--- config.mk ---
export PLATFORM = sky130hd
export DESIGN_NAME = color_gen_param
export DESIGN_NICKNAME = d
export VERILOG_FILES = /design/src/rtl/color_gen_param.sv
export SDC_FILE = /design/constraint.sdc
export NUM_CORES = 1
export LEC_CHECK = 0
export CAP_MARGIN = 10
export CORE_MARGIN = 8
export CORE_UTILIZATION = 35
export CTS_CLUSTER_DIAMETER = 30
export DETAILED_ROUTE_END_ITERATION = 8
export GPL_ROUTABILITY_DRIVEN = 0
export GPL_TIMING_DRIVEN = 0
export PLACE_DENSITY_LB_ADDON = 0.3
export SYNTH_ARGS = -nofsm -noshare
export SYNTH_HDL_FRONTEND = slang
export SYNTH_SLANG_ARGS = --single-unit
--- constraint.sdc ---
create_clock -name clk -period 2.9 [get_ports clk]
set_input_delay 0.29 -clock clk [delete_from_list [all_inputs] [get_ports clk]]
set_output_delay 0.29 -clock clk [all_outputs]
set_load 0.03 [all_outputs]
--- src/rtl/color_gen_param.sv ---
// color_gen_param: parametrised RGBW colour generator.
// Hue-wheel mapping, white saturation and shared-multiplier intensity scaling.
module color_gen_param #(
    parameter int         W           = 8,
    parameter int         SEG         = 42,
    parameter int         STEP        = 7,
    parameter logic [7:0] MODE_DIRECT = 8'h21,
    parameter logic [7:0] MODE_HUE    = 8'hA4
) (
    input  logic           clk,
    input  logic           reset,
    input  logic [7:0]     mode,
    input  logic [W-1:0]   lint,
    input  logic [W-1:0]   colorIdx,
    input  logic [W-1:0]   whiteIn,
    input  logic [W-1:0]   redIn,
    input  logic [W-1:0]   greenIn,
    input  logic [W-1:0]   blueIn,
    input  logic           mult_ok,
    input  logic [2*W-1:0] mult_res,
    output logic [W-1:0]   mult1,
    output logic [W-1:0]   mult2,
    output logic           ld,
    output logic [W-1:0]   redOut,
    output logic [W-1:0]   greenOut,
    output logic [W-1:0]   blueOut,
    output logic [W-1:0]   whiteOut,
    output logic           done
);

    localparam logic [W-1:0] MAX   = '1;
    localparam logic [W-1:0] SEG_W = W'(SEG);
    localparam int           RW    = W + $clog2(SEG * STEP);

    typedef enum logic [3:0] {
        S_IDLE,
        S_SEARCH,
        S_RAMP,
        S_WSAT,
        S_MUL_W,
        S_MUL_R,
        S_MUL_G,
        S_MUL_B,
        S_APPLY
    } state_t;

    state_t         state;
    logic           rst_q;
    logic [7:0]     mode_q;
    logic [W-1:0]   idx_l;
    logic [W-1:0]   lint_l;
    logic [W-1:0]   white_l;
    logic [W-1:0]   rem;
    logic [2:0]     sector;
    logic [W-1:0]   r;
    logic [W-1:0]   g;
    logic [W-1:0]   b;
    logic [W-1:0]   cap_w;
    logic [W-1:0]   cap_r;
    logic [W-1:0]   cap_g;
    logic [W-1:0]   cap_b;
    logic [RW-1:0]  ramp_full;
    logic [W-1:0]   ramp;
    logic [W-1:0]   prod_hi;
    logic           unused_bits;

    function automatic logic [W-1:0] sat_add(input logic [W-1:0] a,
                                             input logic [W-1:0] c);
        logic [W:0] s;
        s = {1'b0, a} + {1'b0, c};
        return s[W] ? MAX : s[W-1:0];
    endfunction

    // Ramp within a sector, kept wide until clamped to full scale
    always_comb begin
        ramp_full = RW'(rem) * RW'(STEP);
        ramp      = (ramp_full > RW'(MAX)) ? MAX : ramp_full[W-1:0];
    end

    assign prod_hi     = mult_res[2*W-1:W];
    assign unused_bits = ^{mult_res[W-1:0], idx_l};

    // Reset is registered once before it touches any state
    always_ff @(posedge clk) begin
        rst_q <= reset;
    end

    // Main job sequencer with registered outputs
    always_ff @(posedge clk) begin
        if (!rst_q) begin
            state    <= S_IDLE;
            mode_q   <= 8'h00;
            idx_l    <= '0;
            lint_l   <= '0;
            white_l  <= '0;
            rem      <= '0;
            sector   <= '0;
            r        <= '0;
            g        <= '0;
            b        <= '0;
            cap_w    <= '0;
            cap_r    <= '0;
            cap_g    <= '0;
            cap_b    <= '0;
            mult1    <= '0;
            mult2    <= '0;
            ld       <= 1'b0;
            redOut   <= '0;
            greenOut <= '0;
            blueOut  <= '0;
            whiteOut <= '0;
            done     <= 1'b0;
        end else begin
            mode_q <= mode;
            done   <= 1'b0;
            unique case (state)
                S_IDLE: begin
                    if (mode_q == MODE_DIRECT) begin
                        whiteOut <= whiteIn;
                        redOut   <= redIn;
                        greenOut <= greenIn;
                        blueOut  <= blueIn;
                    end else if (mode_q == MODE_HUE) begin
                        idx_l   <= colorIdx;
                        lint_l  <= lint;
                        white_l <= whiteIn;
                        rem     <= colorIdx;
                        sector  <= '0;
                        state   <= S_SEARCH;
                    end
                end
                S_SEARCH: begin
                    if (rem >= SEG_W && sector < 3'd6) begin
                        rem    <= rem - SEG_W;
                        sector <= sector + 3'd1;
                    end else begin
                        state <= S_RAMP;
                    end
                end
                S_RAMP: begin
                    case (sector)
                        3'd0: begin r <= MAX;        g <= '0;         b <= ramp;       end
                        3'd1: begin r <= MAX - ramp; g <= '0;         b <= MAX;        end
                        3'd2: begin r <= '0;         g <= ramp;       b <= MAX;        end
                        3'd3: begin r <= '0;         g <= MAX;        b <= MAX - ramp; end
                        3'd4: begin r <= ramp;       g <= MAX;        b <= '0;         end
                        3'd5: begin r <= MAX;        g <= MAX - ramp; b <= '0;         end
                        default: begin r <= MAX;     g <= '0;         b <= '0;         end
                    endcase
                    state <= S_WSAT;
                end
                S_WSAT: begin
                    r     <= sat_add(r, white_l);
                    g     <= sat_add(g, white_l);
                    b     <= sat_add(b, white_l);
                    mult1 <= lint_l;
                    mult2 <= white_l;
                    state <= S_MUL_W;
                end
                S_MUL_W: begin
                    if (ld) begin
                        if (mult_ok) begin
                            cap_w <= prod_hi;
                            ld    <= 1'b0;
                            mult2 <= r;
                            state <= S_MUL_R;
                        end
                    end else if (!mult_ok) begin
                        ld <= 1'b1;
                    end
                end
                S_MUL_R: begin
                    if (ld) begin
                        if (mult_ok) begin
                            cap_r <= prod_hi;
                            ld    <= 1'b0;
                            mult2 <= g;
                            state <= S_MUL_G;
                        end
                    end else if (!mult_ok) begin
                        ld <= 1'b1;
                    end
                end
                S_MUL_G: begin
                    if (ld) begin
                        if (mult_ok) begin
                            cap_g <= prod_hi;
                            ld    <= 1'b0;
                            mult2 <= b;
                            state <= S_MUL_B;
                        end
                    end else if (!mult_ok) begin
                        ld <= 1'b1;
                    end
                end
                S_MUL_B: begin
                    if (ld) begin
                        if (mult_ok) begin
                            cap_b <= prod_hi;
                            ld    <= 1'b0;
                            state <= S_APPLY;
                        end
                    end else if (!mult_ok) begin
                        ld <= 1'b1;
                    end
                end
                S_APPLY: begin
                    whiteOut <= cap_w;
                    redOut   <= cap_r;
                    greenOut <= cap_g;
                    blueOut  <= cap_b;
                    done     <= 1'b1;
                    state    <= S_IDLE;
                end
                default: state <= S_IDLE;
            endcase
        end
    end

endmodule

==> impl_results.md, run 1 <==
* Status: complete, but fails checks
* Failing checks: negative setup slack
* Die area at 28700 µm²
* Pwr Total at 0.00556 W
* Fmax at 0.317 GHz
* Clk root buf: clkbuf_16
* Synthesized instance count at 944
* Post-layout util at 0.460
* Layout Nets at 1228
* Design internal power at 0.00380 W
* R2r setup slk at -0.25 ns
* Mean Syn Cell Area at 8.74 µm²
* First-pass iteration count of the detailed router at 5
* Hpwl dp at 18400 µm
* Remaining DRCs at 0
* FF-to-FF End: g[4]
* Max stage delay cell, worst path: fa_1
* Sequential share of the synthesized area at 0.354
* RSZ-0062 raised after global routing: yes
* Number of I/O port buffers at between 100 and 150
* Cell depth of the worst hold path at 1
* Leakage Power at 4.49 nW
* Worst-Margin Slew at 0.994 ns
* WL/cell at about 17 µm
* Worst hold-check path type: in -> reg
* Yosys cell types at 61
* Critical path, cell by cell: fa_1 > ha_2 > fa_2 > a21o_1 > a221oi_2 > mux2_4 > o2111ai_4 > buf_6 > or2_4 > a211o_1 > a21oi_2
* Max Cap Viol at 0
* Layout area overhead at 30.2%
* Switching Share at 0.318
* Hold Fails Final Rpt at 0
* Synth warn at 0
* Crit path kind: reg -> reg
* Commonest register cell after synthesis: dfxtp_1
* Core ar. at between 20000 and 25000 µm²
* Die Ht at 170 µm
* Post-DRT Antenna Nets at 0
* Crit path largest cell delay at 0.48 ns
* Clock power frac at 0.405
* Initial antenna violation count at 1
* Hold Crit Start: reset
* Grt total ovfl at 0
* Clock latency on the worst-skew pair at 0.43 ns
* TritonCTS buffer count at 17
* CP max FO at 5
* Final Cycle Share at 1.09
* Layout cells sized above 1 at 0.0924
* Slew Limit Headroom at 0.334
* Final Skew at 0.0114 ns
* H-tree depth at 4
* R2R cell count at 11
* Placed insts at 1379
* Worst Hold End: rst_q
* Synthesized cell area at 8250 µm²
* Comb pwr share at 0.205
* Setup WS pre-CTS at -0.359 ns
* CTS tree: yes
* Pwr dens at roughly 520 nW/µm²
* Clk sinks at approximately 150
* Post-synth EDFFs at 0
* Setup violators final at 24
* Fin crit period at 3.15 ns
* Worst r2r src: rem[2]
* Syn nets at 1081
* Sequential Area at 2950 µm²
* Largest net degree at the start of global routing at 18
* Die X-Extent at 170 µm
* DR iter-0 viols at 472
* Worst vdd ir at 517 µV
* Site row count at 56
* Multi-input combinational cell area at 5170 µm²
* P_sw at 0.00177 W
* Placed inst area at ~10000 µm²
* Global-route wire length before repair at 38700 µm
* Via count at 7232
* Clk buf depth at 2
* Worst setup SP type: flip-flop
* Ant. Diodes at 0
* Final WL at 24200 µm
* Ports at 125
* Final Cell Area at 10700 µm²
* GRT Total Usage at 0.169
* Post-route insts no fill at approximately 1400
* Setup ws final at -0.255 ns
* Worst-path clk slew at 0.07 ns
* CP endpoint kind: flip-flop
* Synth Register Bits at 146
* Final Slew Violations at 0
* Initial Util at 0.354
* Asr flop ratio synth at 0
* Vias per cell at 5.08
* WP data required at between 3 and 4 ns
* Fillers at 2272
* Vias in the first global route at 7188
* Worst EP arrival at ~3.5 ns
* Sequential share of power at 0.389
[cells in the mapped netlist (9+ instances only)]
master / n / area share
o21ai_0: 75 / 0.045
nor2_1: 44 / 0.020
clkbuf_1: 40 / 0.018
a21oi_1: 24 / 0.015
xnor2_1: 10 / 0.011
mux2_2: 9 / 0.012
o211ai_1: 12 / 0.011
nor2b_1: 36 / 0.027
mux2i_1: 77 / 0.093
dfxtp_1: 146 / 0.35
nand3_1: 12 / 0.0073
o22ai_1: 10 / 0.0076
and2_1: 21 / 0.016
o211a_1: 33 / 0.040
ha_1: 51 / 0.077
fa_1: 11 / 0.027
nor3_1: 14 / 0.0085
nand2_1: 145 / 0.066
a21boi_0: 44 / 0.040
inv_1: 33 / 0.015
[cell families after synthesis]
logic type | count (synthesis) | synth area share
xor+xnor | 15 | 0.0159
flops | 146 | 0.354
buf+inv | 85 | 0.0406
mux | 87 | 0.107
fa+ha+maj | 62 | 0.104
compound gates | 247 | 0.208
simple gates | 302 | 0.170
[layout by cell type, fill, tap and decap left out, types with 35 or more instances in the layout]
cell type and instances:
nand2_1 145, dfxtp_1 139, clkdlybuf4s50_1 116, mux2i_1 71, o21ai_0 65, ha_1 47
a21boi_0 44, clkbuf_1 39, nor2_1 38, nor2b_1 35
[worst max path at each step]
| stage | from | end | slack [ns] | cells past startpoint |
|---|---|---|---|---|
| final | rem[2] | g[4] | -0.25 | 11 |
| after floorplan | rem[2] | g[7] | -0.03 | 11 |
| after CTS | rem[2] | g[7] | -0.27 | 11 |
| after global routing | rem[2] | b[0] | -0.40 | 13 |
| after detailed placement | rem[2] | r[0] | -0.36 | 11 |
| after global placement | rem[2] | r[0] | -0.32 | 11 |
[layer usage]
layer,vias to the layer above,track usage,routed length [µm]
met4,2,0.0589,506
li1,3603,-,-
met3,38,0.0407,1390
met5,-,0,9
met2,183,0.286,11600
met1,3406,0.208,10700
[through the flow]
step | hold WS, ns | setup TNS (ns)
after floorplan | 0.318 | -0.0828
after global placement | 0.450 | -4.88
after detailed placement | 0.455 | -5.49
after CTS | 0.338 | -3.96
after global routing | 0.337 | -7.90
final | 0.351 | -3.88
[power groups by stage]
| stage | combinational [W] | clock, W | sequential, W |
|---|---|---|---|
| global route | 0.00125 | 0.00238 | 0.00217 |
| floorplan | 0.000703 | 0 | 0.00222 |
| finish | 0.00114 | 0.00225 | 0.00217 |
| global placement | 0.00109 | 0 | 0.00221 |
| detailed placement | 0.00109 | 0 | 0.00221 |
| CTS | 0.00111 | 0.00229 | 0.00217 |
[worst max-delay path, delay by kind of cell (launching register included)]
family,cells,cell delay (ns)
simple gates,1,0.27
compound gates,5,1.05
mux,1,0.21
buf+inv,1,0.17
fa+ha+maj,3,1.02
flops,1,0.37
[layout make-up]
class,instances,area share
flip-flops and latches,146,0.274
plain buffers,51,0.0193
clock buffers,17,0.0396
repair buffers,129,0.120
clock inverters,15,0.0177
inverters,33,0.0115
multi-input cells,713,0.481
well taps,319,0.0371
[repair_timing]
item,4_1_cts,5_1_grt
gates cloned,1,0
gates resized for setup,21,27
setup buffers,7,5
endpoints found under the setup margin,24,24
hold buffers,0,0
pin swaps,8,15
No activity file was read; power rests on OpenSTA's default activity.
==> run 2, diff against run 1 <==
--- a/config.mk
+++ b/config.mk
@@ -13,6 +13,8 @@
 export GPL_ROUTABILITY_DRIVEN = 0
 export GPL_TIMING_DRIVEN = 0
 export PLACE_DENSITY_LB_ADDON = 0.3
+export RECOVER_POWER = 25
 export SYNTH_ARGS = -nofsm -noshare
 export SYNTH_HDL_FRONTEND = slang
 export SYNTH_SLANG_ARGS = --single-unit
+export TNS_END_PERCENT = 1
==> run 2 against run 1 <==
  * The flow still finishes with violations (negative setup slack)
  * Critical path depth stayed put
  * Clock power is 8% higher
  * Worst setup slack lost 0.026 ns
  * Largest cell class unchanged
  * Largest power group unchanged
  * Highest routed layer unchanged
==> impl_results.md, run 2 (synthesized netlist as in run 1, its figures left out) <==
* WP data required at 3.26 ns (about the same)
* Final Cycle Share at 1.10 (+0.00894)
* Final Skew at 0.00829 ns (-0.00315 ns)
* Worst-Margin Slew at 1.02 ns (+0.0240 ns)
* Vias per cell at 5.09 (+0.24%)
* Final Cell Area at 10600 µm² (-1.2%)
* Crit path largest cell delay at 0.48 ns (about the same)
* Largest net degree at the start of global routing at 17 (-1)
* Initial Util at 0.354 (unchanged)
* Multi-input combinational cell area at 5090 µm² (-1.5%)
* Remaining DRCs at 0 (unchanged)
* Site row count at 56 (unchanged)
* WL/cell at 17.2 µm (+1.2%)
* Post-layout util at 0.455 (-0.00542)
* CTS tree: yes
* H-tree depth at 4 (unchanged)
* GRT Total Usage at 0.171 (+0.00141)
* # hold bufs at CTS at 0 (unchanged)
* Worst EP arrival at 3.54 ns (+0.02 ns)
* Most common cell after layout, fill and taps aside: nand2_1
* RSZ-0062 raised after global routing: yes
* Fmax at 0.314 GHz (-0.82%)
* Worst path depth at 11 (unchanged)
* Die X-Extent at 170 µm (unchanged)
* Final Slew Violations at 0 (unchanged)
* Via count at 7219 (-0.18%)
* Grt total ovfl at 0 (unchanged)
* Setup_tns at -4.22 ns (-0.342 ns)
* Worst setup SP type: flip-flop
* CP endpoint kind: flip-flop
* Critical path, cell by cell: fa_1 > ha_2 > fa_2 > a21o_1 > a221oi_2 > mux2_4 > o2111ai_4 > buf_6 > or3_1 > a31o_1 > a21oi_2
* Clk buf depth at 2 (unchanged)
* Worst hold-check path type: in -> reg
* Die area at 28700 µm² (unchanged)
* Max Cap Viol at 0 (unchanged)
* Leakage Power at 4.60 nW (+2.3%)
* Placed inst area at 9870 µm² (about the same)
* Worst Hold End: lint_l[0]
* Final WL at 24400 µm (+0.73%)
* Pwr dens at 538 nW/µm² (+4.0%)
* Failing checks: negative setup slack
* Core ar. at 23300 µm² (unchanged)
* Max stage delay cell, worst path: fa_1
* Clk sinks at 146 (unchanged)
* Met2 wire length at 11800 µm (+2.1%)
* Setup WS pre-CTS at -0.479 ns (-0.120 ns)
* Layout area overhead at 28.7%
* FF-to-FF End: g[7]
* Crit path kind: reg -> reg
* Hpwl dp at 18800 µm (+2.0%)
* Ports at 125 (unchanged)
* TritonCTS buffer count at 17 (unchanged)
* Initial antenna violation count at 1 (unchanged)
* WL met3 at 1510 µm (+8.8%)
* First-pass iteration count of the detailed router at 6 (+1)
* Top delay family on crit path: adder cells
* Status: complete, but fails checks
* Cell depth of the worst hold path at 3 (+2)
* Worst vdd ir at 377 µV (-27%)
* Clk root buf: clkbuf_16
* Fin crit period at 3.18 ns (+0.0259 ns)
* Worst r2r src: rem[1]
* R2R cell count at 11 (unchanged)
* Hold Crit Start: lint[0]
* Commonest cells after routing, fill and taps aside: nand2_1, dfxtp_1, clkdlybuf4s50_1, mux2i_1, o21ai_0
* DR iter-0 viols at 409 (-13%)
* Hold Fails Final Rpt at 0 (unchanged)
* Fillers at 2278 (+0.26%)
* Vias in the first global route at 7289 (+1.4%)
* DRT met1 WL at 10600 µm (-1.1%)
* Ant. Diodes at 0 (unchanged)
* Setup violators final at 24 (unchanged)
* Layout Nets at 1222 (-0.49%)
* Number of I/O port buffers at 116 (unchanged)
* Slew Limit Headroom at 0.318 (-0.0161)
* Global-route wire length before repair at 38900 µm (+0.48%)
* Clock latency on the worst-skew pair at 0.43 ns (about the same)
* Layout cells sized above 1 at 0.0820 (-0.0104)
* Min Hold Slack at 0.427 ns (+0.0762 ns)
* CP bufs+invs at 1 (unchanged)
* Sequential Area at 2940 µm² (-0.17%)
* Die Ht at 170 µm (unchanged)
* Post-DRT Antenna Nets at 0 (unchanged)
* Worst-path clk slew at 0.07 ns (about the same)
* Max Used Layer: met5
* Setup ws final at -0.281 ns (-0.0259 ns)
* CP max FO at 5 (unchanged)
* R2r setup slk at -0.28 ns (-0.03 ns)
==> run 2: cell count changes in the layout (fill, tap and decap cells not counted), sizes merged <==
| cell | delta |
|---|---|
| clkinvlp | -2 |
| clkdlybuf4s50 | -35 |
| bufinv | +2 |
| buf | -6 |
| inv | +4 |
| clkinv | -4 |
| dlygate4sd3 | +35 |
==> run 2: worst register-to-register path, stage by stage (launching register included) <==
cell       delay, ns
dfxtp_4         0.37
fa_1            0.48
ha_2            0.22
fa_2            0.35
a21o_1          0.19
a221oi_2        0.27
mux2_4          0.22
o2111ai_4       0.13
buf_6           0.18
or3_1           0.35
a31o_1          0.25
a21oi_2         0.12
==> run 2: cell type report <==
type                       count  share of cell area
timing repair buffer         123               0.115
buffer                        51              0.0196
inverter                      33              0.0117
sequential                   146               0.277
clock inverter                15              0.0202
clock buffer                  17              0.0401
multi-input combinational    713               0.479
tap                          319              0.0376
==> run 2: stage by stage <==
stage,total power (W),cells
floorplan,0.00292,944
global placement,0.00330,1379
detailed placement,0.00331,1379
CTS,0.00574,1415
global route,0.00595,1417
finish,0.00572,1417
==> run 2: routing by layer <==
metal  vias to the layer above  global-route usage
met5                         -                   0
met4                         2              0.0512
met3                        30              0.0537
met2                       161               0.289
met1                      3429               0.204
li1                       3597                   -
==> run 2: worst max path at each step <==
| stage | slack (ns) | end | start |
|---|---|---|---|
| final | -0.28 | g[7] | rem[1] |
| after global routing | -0.37 | g[6] | rem[1] |
| after CTS | -0.27 | g[7] | rem[2] |
| after detailed placement | -0.48 | r[1] | rem[2] |
| after global placement | -0.39 | r[1] | rem[2] |
| after floorplan | -0.03 | g[7] | rem[2] |
==> run 2: power breakdown <==
part           switching (W)  leakage (nW)  total (W)  internal [W]
Combinational       0.000669          3.09    0.00112      0.000451
Sequential         0.0000734          1.18    0.00217       0.00209
Clock                0.00102         0.317    0.00243       0.00141
Total                0.00177          4.60    0.00572       0.00395
==> run 2: timing repair <==
action / CTS / global route
setup endpoints to repair: 24 / 24
pin swaps: 6 / 7
resized for setup: 14 / 5
buffers inserted: 4 / 2
cloned: 1 / 0
==> run 3, diff against run 2 <==
==> constraint.sdc (replaced) <==
create_clock -name clk -period 2.9 [get_ports clk]
set_input_delay 0.435 -clock clk [delete_from_list [all_inputs] [get_ports clk]]
set_output_delay 0.435 -clock clk [all_outputs]
set_load 0.03 [all_outputs]
==> run 3 against run 2 <==
  * The run still ends with negative setup slack left
  * Global-route usage unchanged
  * Highest routed layer unchanged
  * Largest power group unchanged
  * Utilization stayed put
  * Via count is essentially flat
  * Maximum frequency barely moved
  * Die area unchanged
  * Combinational power hardly changed
  * Clock skew about the same
  * Clock-buffer cell count unchanged
  * Clock power about the same
  * Largest cell class unchanged
  * Power about the same
  * Cell area is the same
==> impl_results.md, run 3 (synthesized netlist as in run 1, its figures left out) <==
* Status: complete, but fails checks
* Failing checks: negative setup slack
* Layout cells sized above 1 at 0.0820 (unchanged)
* Clk root buf: clkbuf_16
* Cell depth of the worst hold path at 2 (-1)
* Setup_tns at -4.23 ns (-0.0139 ns)
* Layout Nets at 1222 (unchanged)
* Leakage Power at 4.59 nW (about the same)
* Pwr Total at 0.00572 W (about the same)
* Hpwl dp at 18800 µm (unchanged)
* Ports at 125 (unchanged)
* Die X-Extent at 170 µm (unchanged)
* Site row count at 56 (unchanged)
* Initial antenna violation count at 1 (unchanged)
* Commonest cells after routing, fill and taps aside: nand2_1, dfxtp_1, clkdlybuf4s50_1, mux2i_1, o21ai_0
* Grt total ovfl at 0 (unchanged)
* Global-route wire length before repair at 38900 µm (unchanged)
* H-tree depth at 4 (unchanged)
* Final Skew at 0.00829 ns (+0.00000291 ns)
* Clk buf depth at 2 (unchanged)
* TritonCTS buffer count at 17 (unchanged)
* Setup violators final at 24 (unchanged)
* Pwr dens at 538 nW/µm² (about the same)
* Final Cycle Share at 1.10 (about the same)
* Vias per cell at 5.10 (about the same)
* RSZ-0062 raised after global routing: yes
* R2R cell count at 11 (unchanged)
* Remaining DRCs at 0 (unchanged)
* Final Cell Area at 10600 µm² (unchanged)
* Post-DRT Antenna Nets at 0 (unchanged)
* CP endpoint kind: flip-flop
* Worst-Margin Slew at 1.02 ns (unchanged)
* # hold bufs at CTS at 0 (unchanged)
* Ant. Diodes at 0 (unchanged)
* CTS tree: yes
* Crit path kind: reg -> reg
* Worst EP arrival at 3.54 ns (about the same)
* Core ar. at 23300 µm² (unchanged)
* GRT Total Usage at 0.171 (unchanged)
* Worst hold-check path type: reg -> reg
* Final WL at 24400 µm (about the same)
* Via count at 7221 (+0.028%)
* Max Cap Viol at 0 (unchanged)
* Worst Hold End: mult2[1]
* Placed inst area at 9870 µm² (unchanged)
* Worst-path clk slew at 0.07 ns (about the same)
* Slew Limit Headroom at 0.318 (unchanged)
* WL/cell at 17.2 µm (about the same)
* Hold Crit Start: mult2[1]
* Largest net degree at the start of global routing at 17 (unchanged)
* FF-to-FF End: g[7]
* Post-route insts no fill at 1417 (unchanged)
* Setup ws final at -0.281 ns (+0.00000800 ns)
* First-pass iteration count of the detailed router at 6 (unchanged)
* Fmax at 0.314 GHz (about the same)
* Number of I/O port buffers at 116 (unchanged)
* Die area at 28700 µm² (unchanged)
* Worst vdd ir at 378 µV (about the same)
* Worst r2r src: rem[1]
* Final Slew Violations at 0 (unchanged)
* Placed insts at 1379 (unchanged)
* Die Ht at 170 µm (unchanged)
* Fin crit period at 3.18 ns (-0.00000800 ns)
* Layout area overhead at 28.7% (unchanged)
* DR iter-0 viols at 409 (unchanged)
* Post-layout util at 0.455 (unchanged)
* Vias in the first global route at 7289 (unchanged)
* CP max FO at 5 (unchanged)
* WP data required at 3.26 ns (about the same)
* Worst setup SP type: flip-flop
* R2r setup slk at -0.28 ns (about the same)
* Clock latency on the worst-skew pair at 0.43 ns (about the same)
* Initial Util at 0.354 (unchanged)
* Most common cell after layout, fill and taps aside: nand2_1
* Hold Fails Final Rpt at 0 (unchanged)
* Clk sinks at 146 (unchanged)
run 3: changes by cell type in the layout (fill, tap and decap cells not counted), sizes merged:
cell | before | now
dlygate4sd3 | 35 | 34
clkdlybuf4s50 | 81 | 82
run 3: layout make-up:
| type | count | area (µm²) |
|---|---|---|
| plain buffers | 51 | 208 |
| fillers | 2278 | 12700 |
| flip-flops and latches | 146 | 2940 |
| clock inverters | 15 | 214 |
| well taps | 319 | 399 |
| multi-input cells | 713 | 5090 |
| clock buffers | 17 | 425 |
| inverters | 33 | 124 |
| repair buffers | 123 | 1220 |
run 3: layer usage:
metal / global-route usage / share of wire
met1: 0.204 / 0.44
met2: 0.289 / 0.48
met3: 0.0537 / 0.062
met4: 0.0512 / 0.018
met5: 0 / 0.00037
run 3: metrics by stage:
stage	hold WS, ns	worst slack [ns]
2_1_floorplan	0.441	-0.0283
3_3_place_gp	0.451	-0.386
3_5_place_dp	0.457	-0.479
4_1_cts	0.467	-0.275
5_1_grt	0.480	-0.372
6_report	0.458	-0.281
run 3: how the worst max path moves through the flow:
stage	startpoint	endpoint	slack [ns]	cells past startpoint
floorplan	rem[2]	g[7]	-0.03	11
global placement	rem[2]	r[1]	-0.39	11
detailed placement	rem[2]	r[1]	-0.48	11
CTS	rem[2]	g[7]	-0.27	11
global route	rem[1]	g[6]	-0.37	11
finish	rem[1]	g[7]	-0.28	11
run 3: power by group:
| group | switching (W) | internal (W) |
|---|---|---|
| logic | 0.000670 | 0.000451 |
| clock network | 0.00102 | 0.00141 |
| registers | 0.0000734 | 0.00209 |
run 3: timing repair:
item                                    CTS  global route
cloned                                    1             0
buffers inserted                          4             2
resized for setup                        14             5
pin swaps                                 6             7
endpoints found under the setup margin   24            24
endpoints found under the hold margin     0             0
run 3: critical path, stage by stage, from the launching register on:
cell	delay [ns]
dfxtp_4	0.37
fa_1	0.48
ha_2	0.22
fa_2	0.35
a21o_1	0.19
a221oi_2	0.27
mux2_4	0.22
o2111ai_4	0.13
buf_6	0.17
or3_1	0.35
a31o_1	0.25
a21oi_2	0.12
